### src/rtl/rr_pkg.sv
// Shared helpers for the response return router: ID sizing, grant decode
// and sticky error flag bit positions.
package rr_pkg;

  localparam int unsigned MAX_REQS  = 32;
  localparam int unsigned ERR_OVF   = 0;
  localparam int unsigned ERR_MULTI = 1;

  // ID width for a given requester count; never narrower than one bit.
  function automatic int unsigned id_width(input int unsigned n);
    return (n <= 2) ? 1 : $clog2(n);
  endfunction

  // True when exactly one bit of the (zero-extended) grant vector is set.
  function automatic logic is_onehot(input logic [MAX_REQS-1:0] v);
    return (v != '0) && ((v & (v - MAX_REQS'(1))) == '0);
  endfunction

  // Binary index of the set bit; only meaningful for a one-hot input.
  function automatic logic [4:0] onehot_to_idx(input logic [MAX_REQS-1:0] v);
    logic [4:0] idx;
    idx = '0;
    for (int unsigned i = 0; i < MAX_REQS; i++) begin
      if (v[i]) idx = 5'(i);
    end
    return idx;
  endfunction

endpackage

### src/rtl/rr_rsp_return_router_id_fifo.sv
// In-order FIFO of requester IDs awaiting their response.
// Callers never push when full or pop when empty.
module id_fifo #(
  parameter int unsigned ID_W  = 3,
  parameter int unsigned DEPTH = 8
) (
  input  logic                       clk,
  input  logic                       reset,
  input  logic                       push,
  input  logic                       pop,
  input  logic [ID_W-1:0]            din,
  output logic [ID_W-1:0]            dout,
  output logic [$clog2(DEPTH+1)-1:0] count
);

  localparam int unsigned PTR_W = $clog2(DEPTH);
  localparam int unsigned CNT_W = $clog2(DEPTH+1);

  logic [ID_W-1:0]  mem_q [DEPTH];
  logic [ID_W-1:0]  mem_d [DEPTH];
  logic [PTR_W-1:0] rd_ptr_q, rd_ptr_d;
  logic [PTR_W-1:0] wr_ptr_q, wr_ptr_d;
  logic [CNT_W-1:0] count_q, count_d;

  assign dout  = mem_q[rd_ptr_q];
  assign count = count_q;

  // Next-state: write at wr_ptr, advance pointers (wrap by power-of-two width).
  always_comb begin
    mem_d    = mem_q;
    rd_ptr_d = rd_ptr_q;
    wr_ptr_d = wr_ptr_q;
    count_d  = count_q;
    if (push) begin
      mem_d[wr_ptr_q] = din;
      wr_ptr_d        = wr_ptr_q + PTR_W'(1);
    end
    if (pop) begin
      rd_ptr_d = rd_ptr_q + PTR_W'(1);
    end
    case ({push, pop})
      2'b10:   count_d = count_q + CNT_W'(1);
      2'b01:   count_d = count_q - CNT_W'(1);
      default: count_d = count_q;
    endcase
  end

  // State registers with asynchronous active-low clear.
  always_ff @(posedge clk or negedge reset) begin
    if (!reset) begin
      mem_q    <= '{default: '0};
      rd_ptr_q <= '0;
      wr_ptr_q <= '0;
      count_q  <= '0;
    end else begin
      mem_q    <= mem_d;
      rd_ptr_q <= rd_ptr_d;
      wr_ptr_q <= wr_ptr_d;
      count_q  <= count_d;
    end
  end

endmodule

### src/rtl/rr_rsp_return_router.sv
// Logs arbiter grants as requester IDs and steers the shared response
// stream back to the requester that won each grant, strictly in order.
module rr_rsp_return_router
  import rr_pkg::*;
#(
  parameter int unsigned NUM_REQS = 5,
  parameter int unsigned DATA_W   = 16,
  parameter int unsigned DEPTH    = 8
) (
  input  logic                       clk,
  input  logic                       reset,
  input  logic [NUM_REQS-1:0]        grants,
  input  logic                       rsp_valid,
  input  logic [DATA_W-1:0]          rsp_data,
  output logic                       rsp_ready,
  output logic [NUM_REQS-1:0]        out_valid,
  output logic [DATA_W-1:0]          out_data,
  input  logic [NUM_REQS-1:0]        out_ready,
  output logic                       full,
  output logic [$clog2(DEPTH+1)-1:0] outstanding,
  output logic [1:0]                 err_status
);

  localparam int unsigned ID_W  = id_width(NUM_REQS);
  localparam int unsigned CNT_W = $clog2(DEPTH+1);

  logic [MAX_REQS-1:0] grants_ext;
  logic                grant_onehot;
  logic                grant_multi;
  logic                push;
  logic                accept;
  logic                stage_free;
  logic [ID_W-1:0]     push_id;
  logic [ID_W-1:0]     head_id;
  logic [CNT_W-1:0]    count;

  logic [NUM_REQS-1:0] out_valid_q, out_valid_d;
  logic [DATA_W-1:0]   out_data_q,  out_data_d;
  logic [1:0]          err_status_q, err_status_d;

  id_fifo #(
    .ID_W  (ID_W),
    .DEPTH (DEPTH)
  ) u_id_fifo (
    .clk   (clk),
    .reset (reset),
    .push  (push),
    .pop   (accept),
    .din   (push_id),
    .dout  (head_id),
    .count (count)
  );

  // Grant decode, full check on registered count, and response handshake.
  always_comb begin
    grants_ext   = MAX_REQS'(grants);
    grant_onehot = is_onehot(grants_ext);
    grant_multi  = (grants != '0) && !grant_onehot;
    push_id      = ID_W'(onehot_to_idx(grants_ext));
    full         = (count == CNT_W'(DEPTH));
    push         = grant_onehot && !full;
    stage_free   = (out_valid_q == '0) || ((out_valid_q & out_ready) != '0);
    rsp_ready    = (count != '0) && stage_free;
    accept       = rsp_valid && rsp_ready;
    outstanding  = count;
  end

  // Output stage load/clear/hold and sticky error flags.
  always_comb begin
    out_valid_d  = out_valid_q;
    out_data_d   = out_data_q;
    err_status_d = err_status_q;
    if (accept) begin
      out_valid_d = NUM_REQS'(1) << head_id;
      out_data_d  = rsp_data;
    end else if (stage_free) begin
      out_valid_d = '0;
    end
    if (grant_onehot && full) err_status_d[ERR_OVF]   = 1'b1;
    if (grant_multi)          err_status_d[ERR_MULTI] = 1'b1;
  end

  // Output and error registers with asynchronous active-low clear.
  always_ff @(posedge clk or negedge reset) begin
    if (!reset) begin
      out_valid_q  <= '0;
      out_data_q   <= '0;
      err_status_q <= '0;
    end else begin
      out_valid_q  <= out_valid_d;
      out_data_q   <= out_data_d;
      err_status_q <= err_status_d;
    end
  end

  assign out_valid  = out_valid_q;
  assign out_data   = out_data_q;
  assign err_status = err_status_q;

endmodule

### config.mk
export PLATFORM = sky130hd
export DESIGN_NAME = rr_rsp_return_router
export DESIGN_NICKNAME = d
export VERILOG_FILES = /design/src/rtl/rr_pkg.sv /design/src/rtl/rr_rsp_return_router_id_fifo.sv /design/src/rtl/rr_rsp_return_router.sv
export SDC_FILE = /design/constraint.sdc
export NUM_CORES = 1
export LEC_CHECK = 0
export CAP_MARGIN = 25
export CORE_ASPECT_RATIO = 1.1
export CORE_UTILIZATION = 51
export CTS_CLUSTER_SIZE = 16
export DETAILED_ROUTE_END_ITERATION = 6
export PLACE_DENSITY = 0.8
export SLEW_MARGIN = 20
export SYNTH_ARGS = -nofsm -noshare
export SYNTH_HDL_FRONTEND = slang
export SYNTH_SLANG_ARGS = --single-unit
### constraint.sdc
create_clock -name clk -period 3.2 [get_ports clk]
set_input_delay 0.32 -clock clk [delete_from_list [all_inputs] [get_ports clk]]
set_output_delay 0.32 -clock clk [all_outputs]
set_load 0.1 [all_outputs]
==> qor.csv, run 1 <==
stage,metric,value,unit
outcome,outcome,"finished, final reports clean",
routing,final_antenna_net_count,0,
final_layout,areaGrowthSynthToFinish,31.4,%
final_layout,antenna_cells,0,
clock_tree,cts_resized,0,
synthesis,syn-instance-count,198,
place,place_area,3380,µm²
critical_path,end_kind,register,
routing,vias_per_cell,5.33,
synthesis,synth_seq_cells,57,
routing,wire_per_inst,15.2,µm
synthesis,synth_largest_area_cell,dfrtp_1,
job,drv_cap,0,
synthesis,synth_edf_count,0,
global_routing,antenna_found_initial,0,
synthesis,dominantRegCellSynth,dfrtp_1,
routing,vias,1723,
synthesis,yosysMostFrequentCell,dfrtp_1,
timing,post-route-min-period,2530,ps
clock_tree,cts_max_level,3,
global_routing,track_usage,0.198,
clock_tree,cts_buffer_depth,2,
routing,first_pass_iters,4,
global_routing,grt_pass1_wl,8320,µm
timing,max_freq,0.395,GHz
final_layout,fin_area,3590,µm²
die,rows,27,
timing,hold_viol,0,
synthesis,ys_seq_area_frac,0.522,
synthesis,syn_nets,233,
final_layout,nets,295,
timing,relSlewSlack,0.340,
clock_tree,cts_buffers,9,
critical_path,cp-start-kind,register,
routing,drc,0,
timing,skew,8.79,ps
clock_tree,hold_buffers,0,
die,io_pins,58,
synthesis,syn_avg_cell_area,13.8,µm²
min_path,hold_path_class,in -> async,
clock_tree,tritoncts,yes,
die,start_util,0.540,
final_layout,final_cells,323,
global_routing,grt_max_degree,36,
critical_path,crit_fanout,8,
global_routing,gr-total-overflow,0,
global_routing,grt_pass1_vias,1712,
die,fp.coreArea,5070,µm²
clock_tree,postCtsSetupRepairBufs,0,
place,dp_hpwl,3560,µm
synthesis,yosysWarnings,0,
timing,hold_ws,46.2,ps
die,die_y,78.8,µm
timing,setup_violations,0,
critical_path,arrival,2750,ps
timing,rsz0062_at_grt,false,
synthesis,synth_top_area_share,0.522,
synthesis,async_flop_share,1.00,
clock_tree,cts-root-buf,clkbuf_8,
place,place_ws,421,ps
final_layout,drive_gt1_frac,0.325,
critical_path,r2r_setup_slack,670,ps
synthesis,synth_area,2740,µm²
timing,period_share,0.791,
synthesis,synth_common_cells,"dfrtp_1 (57), mux2_2 (42), nor2_1 (13)",
critical_path,path_class,reg -> reg,
place,portBuffers,57,
routing,routed_wirelength,4900,µm
synthesis,netlist_top_cells_area,"dfrtp_1 (52%), mux2_2 (17%), mux4_2 (4.9%), ha_1 (2.3%), nor2_1 (1.8%)",
timing,worst_pin_slew,986,ps
critical_path,cp.required,3410,ps
die,die_w,71.8,µm
clock_tree,clkSlewWorstSetupHoldPaths,70,ps
die,dieArea,5660,µm²
clock_tree,clk_latency,330,ps
place,numPlacedInstances,307,
synthesis,synth.distinct_cells,42,
clock_tree,clock_sinks,57,
timing,drv_slew,0,
timing,setup_ws,668,ps
place,gp_congestion,0.803,
routing,drt_iter0_markers,48,
## path summary, 6_finish.rpt
kind	end	cells after the start	start
max	u_id_fifo.count[3]	10	out_valid[0]
min	out_data[8]	1	reset
max reg2reg	u_id_fifo.count[3]	10	out_valid[0]
min reg2reg	err_status[0]	1	err_status[0]
max in group asynchronous	u_id_fifo.mem_q[0]	2	reset
min in group clk	err_status[0]	1	err_status[0]
## state kept, by name, summed over array words and instances (netlist names)
| signal | count |
|---|---|
| u_id_fifo.count | 4 |
| u_id_fifo.mem_q | 24 |
| out_valid | 5 |
| u_id_fifo.wr_ptr_q | 3 |
| out_data | 16 |
| u_id_fifo.rd_ptr_q | 3 |
| err_status | 2 |
## critical path, cell delays in order, from the launching register on
cell,delay (ps)
dfrtp_1,410
or4_1,550
o211a_4,290
nor2_4,140
ha_4,150
ha_1,220
a21o_1,190
a21oi_2,130
xnor2_1,120
nor2_1,70
xor2_1,130
## layout make-up
| cell class | count | area (µm²) |
|---|---|---|
| timing repair buffer | 61 | 591 |
| clock inverter | 4 | 50.0 |
| clock buffer | 12 | 165 |
| sequential | 57 | 1440 |
| fill | 381 | 1470 |
| inverter | 4 | 17.5 |
| multi-input combinational | 127 | 1260 |
| tap | 58 | 72.6 |
## cells in the final DEF (no fill, tap or decap), drive strengths merged, types with 2 or more instances in the layout
| cell | n |
|---|---|
| nand4b | 3 |
| a21o | 2 |
| nand2 | 6 |
| a22oi | 2 |
| nand2b | 3 |
| a22o | 5 |
| clkdlybuf4s50 | 54 |
| clkbuf | 12 |
| o21ai | 4 |
| nor3 | 2 |
| ha | 5 |
| mux4 | 6 |
| dfrtp | 57 |
| nand3 | 2 |
| xnor2 | 4 |
| buf | 7 |
| mux2i | 2 |
| a21oi | 2 |
| inv | 4 |
| nor4 | 2 |
| clkinvlp | 2 |
| xor2 | 5 |
| nand3b | 3 |
| nor2 | 14 |
| mux2 | 42 |
## cell families after synthesis
kind of cell / share of synthesized area
AO/OA/AOI/OAI: 0.0576
flip-flops: 0.522
buffers and inverters: 0.0297
AND/OR/NAND/NOR: 0.0988
adder cells (fa/ha/maj): 0.0339
XOR/XNOR: 0.0288
multiplexers: 0.230
## metal layers
layer / track usage / share of wire / wire (µm) / vias to the layer above
met5: 0 / 0 / 0 / -
met1: 0.258 / 0.46 / 2250 / 837
met4: 0.0765 / 0.012 / 59 / 0
met2: 0.303 / 0.48 / 2360 / 36
li1: - / - / - / 845
met3: 0.0723 / 0.046 / 223 / 5
## through the flow
stage	utilization	setup TNS, ps
2_1_floorplan	-	-63.4
3_3_place_gp	0.667	0
3_5_place_dp	0.667	0
4_1_cts	0.709	0
5_1_grt	0.709	0
6_report	0.709	0
Power of run 1 is not shown: default switching activity piles up to over one toggle a cycle in this logic, so the estimate is an artifact.
==> inputs of run 2 (changes only) <==
==> constraint.sdc (replaced) <==
create_clock -name clk -period 2.6 [get_ports clk]
set_input_delay 0.26 -clock clk [delete_from_list [all_inputs] [get_ports clk]]
set_output_delay 0.26 -clock clk [all_outputs]
set_load 0.1 [all_outputs]
==> qor.csv, run 2 (synthesis results as in run 1) <==
stage,metric,value,unit,change
final_layout,drive_gt1_frac,0.460,,+0.135
place,dp_hpwl,3630,µm,+2.0%
routing,routed_wirelength,5260,µm,+7.4%
critical_path,r2r_setup_slack,10,ps,-650 ps
critical_path,cp_top_family,simple AND/OR/NAND/NOR gates,,
routing,vias_per_cell,5.40,,+1.2%
die,die_y,78.8,µm,unchanged
routing,wire_per_inst,15.9,µm,+5.1%
final_layout,antenna_cells,0,,unchanged
global_routing,antenna_found_initial,0,,unchanged
final_layout,largest_register,u_id_fifo.mem_q,,
place,portBuffers,57,,unchanged
die,rows,27,,unchanged
outcome,outcome,"finished, final reports clean",,
final_layout,final_cells,330,,+2.2%
final_layout,final_cell_mix,"dfrtp_1 (53), buf_4 (39), mux2_2 (34)",,
critical_path,rr_worst_depth,10,,unchanged
die,fp.coreArea,5070,µm²,unchanged
clock_tree,tritoncts,yes,,
timing,hold_ws,72.1,ps,+25.9 ps
die,start_util,0.540,,unchanged
global_routing,grt_pass1_vias,1762,,+2.9%
global_routing,grt_pass1_wl,8730,µm,+4.9%
routing,drt_iter0_markers,141,,+190%
timing,drv_slew,0,,unchanged
timing,max_freq,0.387,GHz,-2.1%
critical_path,slowest_delay,540,ps,about the same
critical_path,rr_startpoint,out_valid[4],,
final_layout,final_common_cell,dfrtp_1,,
critical_path,r2r_end,u_id_fifo.count[3],,
final_layout,areaGrowthSynthToFinish,32.5,%,
timing,skew,8.35,ps,-0.442 ps
final_layout,nets,302,,+2.4%
clock_tree,hold_buffers,0,,unchanged
clock_tree,cts-root-buf,clkbuf_8,,
timing,setup_violations,0,,unchanged
clock_tree,cts_max_level,3,,unchanged
critical_path,worst_path_max_delay_cell,or4_4,,
critical_path,path_cells,or4_4 -> o211a_4 -> nor2_4 -> ha_4 -> ha_4 -> a21o_1 -> a21oi_2 -> xnor2_2 -> nor2_2 -> xor2_1,,
critical_path,arrival,2820,ps,+70 ps
timing,rsz0062_at_grt,true,,
critical_path,critPathMostFrequentCell,ha_4,,
critical_path,crit_fanout,4,,-4
global_routing,gr-total-overflow,0,,unchanged
clock_tree,clk_latency,330,ps,about the same
clock_tree,cts_buffers,9,,unchanged
routing,first_pass_iters,4,,unchanged
final_layout,largest_reg_flops,24,,unchanged
critical_path,cp.required,2840,ps,-570 ps
routing,vias,1781,,+3.4%
job,drv_cap,0,,unchanged
timing,post-route-min-period,2590,ps,+54.9 ps
global_routing,track_usage,0.207,,+0.00887
die,dieArea,5660,µm²,unchanged
die,io_pins,58,,unchanged
routing,drc,0,,unchanged
min_path,hold_path_class,in -> async,,
timing,worst_pin_slew,722,ps,-265 ps
routing,final_antenna_net_count,0,,unchanged
critical_path,cp-start-kind,register,,
clock_tree,cts_buffer_depth,2,,unchanged
critical_path,worst-path-buf-inv,0,,unchanged
timing,period_share,0.995,,+0.204
place,numPlacedInstances,310,,+0.98%
global_routing,grt_max_degree,58,,+61%
critical_path,path_class,reg -> reg,,
clock_tree,clkSlewWorstSetupHoldPaths,60,ps,about the same
critical_path,end_kind,register,,
place,gp_congestion,0.709,,-12%
clock_tree,clock_sinks,57,,unchanged
timing,relSlewSlack,0.519,,+0.178
die,die_w,71.8,µm,unchanged
timing,hold_viol,0,,unchanged
[run 2: changes by cell type in the layout (fill, tap and decap cells not counted), sizes merged]
| cell | previous run | this run |
|---|---|---|
| buf | 7 | 41 |
| clkdlybuf4s50 | 54 | 27 |
| clkinv | 1 | 3 |
| bufinv | 1 | 0 |
| clkbuf | 12 | 11 |
[run 2: per-layer routing]
layer  vias up  part of all wire  global-route usage
li1        860                 -                   -
met1       863              0.45               0.276
met2        49              0.49               0.324
met3         9             0.043              0.0520
met4         0             0.017              0.0882
met5         -                 0                   0
[run 2: metrics by stage]
| step | area (µm²) | util | setup WS [ps] | setup TNS [ps] |
|---|---|---|---|---|
| 2_1_floorplan | 2830 | - | -643 | -3470 |
| 3_3_place_gp | 3400 | 0.671 | 27.1 | 0 |
| 3_5_place_dp | 3400 | 0.671 | -86.0 | -86.0 |
| 4_1_cts | 3580 | 0.706 | 0.816 | 0 |
| 5_1_grt | 3620 | 0.715 | -137 | -137 |
| 6_report | 3620 | 0.715 | 12.8 | 0 |
[run 2: final cells by class]
class / instances / area [µm²]
Clock buffer: 11 / 151
Clock inverter: 5 / 30.0
Fill cell: 359 / 1440
Inverter: 4 / 17.5
Multi-Input combinational cell: 127 / 1330
Sequential cell: 57 / 1440
Tap cell: 58 / 72.6
Timing Repair Buffer: 68 / 588
[run 2: worst max-delay path by stage]
stage	start	end	slack, ps	cells past startpoint
2_1_floorplan	u_id_fifo.count[2]	u_id_fifo.count[3]	-640	11
3_3_place_gp	grants[0]	u_id_fifo.count[3]	30	12
3_5_place_dp	grants[0]	u_id_fifo.count[3]	-90	12
4_1_cts	out_valid[0]	u_id_fifo.count[3]	0.8	10
5_1_grt	out_valid[4]	u_id_fifo.count[3]	-140	10
6_report	out_valid[4]	u_id_fifo.count[3]	10	10
[run 2: repair_timing]
action	CTS	global route
resized for setup	0	3
pin swaps	3	9
buffers inserted	0	4
endpoints found under the setup margin	1	1
Power of run 2 is left out for the same reason.
==> inputs of run 3 (changes only) <==
--- a/config.mk
+++ b/config.mk
@@ -8,7 +8,6 @@
 export CAP_MARGIN = 25
 export CORE_ASPECT_RATIO = 1.1
 export CORE_UTILIZATION = 51
-export CTS_CLUSTER_SIZE = 16
 export DETAILED_ROUTE_END_ITERATION = 6
 export PLACE_DENSITY = 0.8
 export SLEW_MARGIN = 20
==> results of run 3 <==
Same layout as run 2: the final DEF is identical, and so are final timing and power.
Power of run 3 is left out for the same reason.
==> variant: new RTL, config.mk and constraints of run 2 <==
The parameter `DATA_W` goes from 16 to 32.
--- a/src/rtl/rr_rsp_return_router.sv
+++ b/src/rtl/rr_rsp_return_router.sv
@@ -6,3 +6,3 @@
   parameter int unsigned NUM_REQS = 5,
-  parameter int unsigned DATA_W   = 16,
+  parameter int unsigned DATA_W   = 32,
   parameter int unsigned DEPTH    = 8
Ports: changed (resized out_data and rsp_data); port bits go from 58 to 90. The function was not compared with the original's and may differ.
==> variant against run 2 <==
  * Clock skew shrank 0.93 ps
  * Critical path depth is the same
  * Count of clock-buffer cells in the layout shrank 1
  * Setup slack gained 150 ps
  * Critical endpoint unchanged
  * Final cell count grew 25%
  * Cell area grew 27%
  * Wire length grew 27%
  * Global-route usage is essentially flat
  * Synthesized area grew 25%
  * Sequential cell count grew 16
  * Critical path type unchanged
Power is left out: the tool's default activity adds up to more than one toggle a clock period on the data nets, which glitch-free logic cannot reach.
==> variant: results (changes against run 2) <==
status: "finished clean"
core_mm2: 0.00631  # +24%
nets: 379  # +25%
multi_input_area_share_pct: 34.1  # -2.4 points
nFlopsAndLatches: 73  # +28%
wl_met3_um: 465  # +110%
buf_share_pct: 19.3  # +3.1 points
tightest_slew_ps: 786  # +64.4 ps
use_met2_pct: 31.8  # -0.58 points
dpl.hpwl_um: 4680  # +29%
seq_share_pct: 39.9  # +0.20 points
r2r_slack_ps: 170  # +150 ps
insertion_delay_ps: 350  # +20 ps
worst_clock_skew_ps: 7.41  # -0.933 ps
fin_cells: 413  # +25%
grtUsageMet1_pct: 27.6  # +0.053 points
port_buffers: 89  # +56%
n_all_inverters: 5  # +1
first_iter_violations: 78  # -45%
fill_cells: 423  # +18%
drt_wl_total_um: 6680  # +27%
buffers_excl_clock: 101  # +49%
clock_buffers: 10  # -1
dp.cells: 396  # +28%
gr-usage-all-layers_pct: 20.8  # +0.029 points
ys_types: 45  # +7.1%
drive_gt1_share_pct: 47.7  # +1.8 points
## variant: cell families (layout without fill, tap and decap cells)
group,Yosys count,after routing,synth area share [%]
simple gates,37,37,6.46
buf+inv,16,122,3.52
compound gates,17,17,3.89
flops,73,73,53.6
fa+ha+maj,7,7,2.72
xor+xnor,9,9,2.53
mux,68,68,27.3
## variant: timing repair
action / 4_1_cts / 5_1_grt
gates resized for setup: 0 / 3
hold endpoints to repair: 2 / 0
hold buffers: 1 / 0
setup endpoints to repair: 0 / 1
buffers inserted: 0 / 0
## variant: through the flow
stage | TNS [ps] | setup slack (ps)
3_3_place_gp | 0 | 56.7
4_1_cts | 0 | 70.4
6_report | 0 | 165
2_1_floorplan | -3580 | -638
5_1_grt | 0 | 4.26
3_5_place_dp | -21.2 | -21.2
## variant: worst max-delay path, cell delays in order (launching register included)
cell and delay, ps:
dfrtp_1 370, or4_1 540, o211a_4 280, nor2_8 130, ha_4 160, ha_4 190, a21o_1 180, a21oi_2 120
xnor2_1 80, nor2_1 120, xor2_1 170
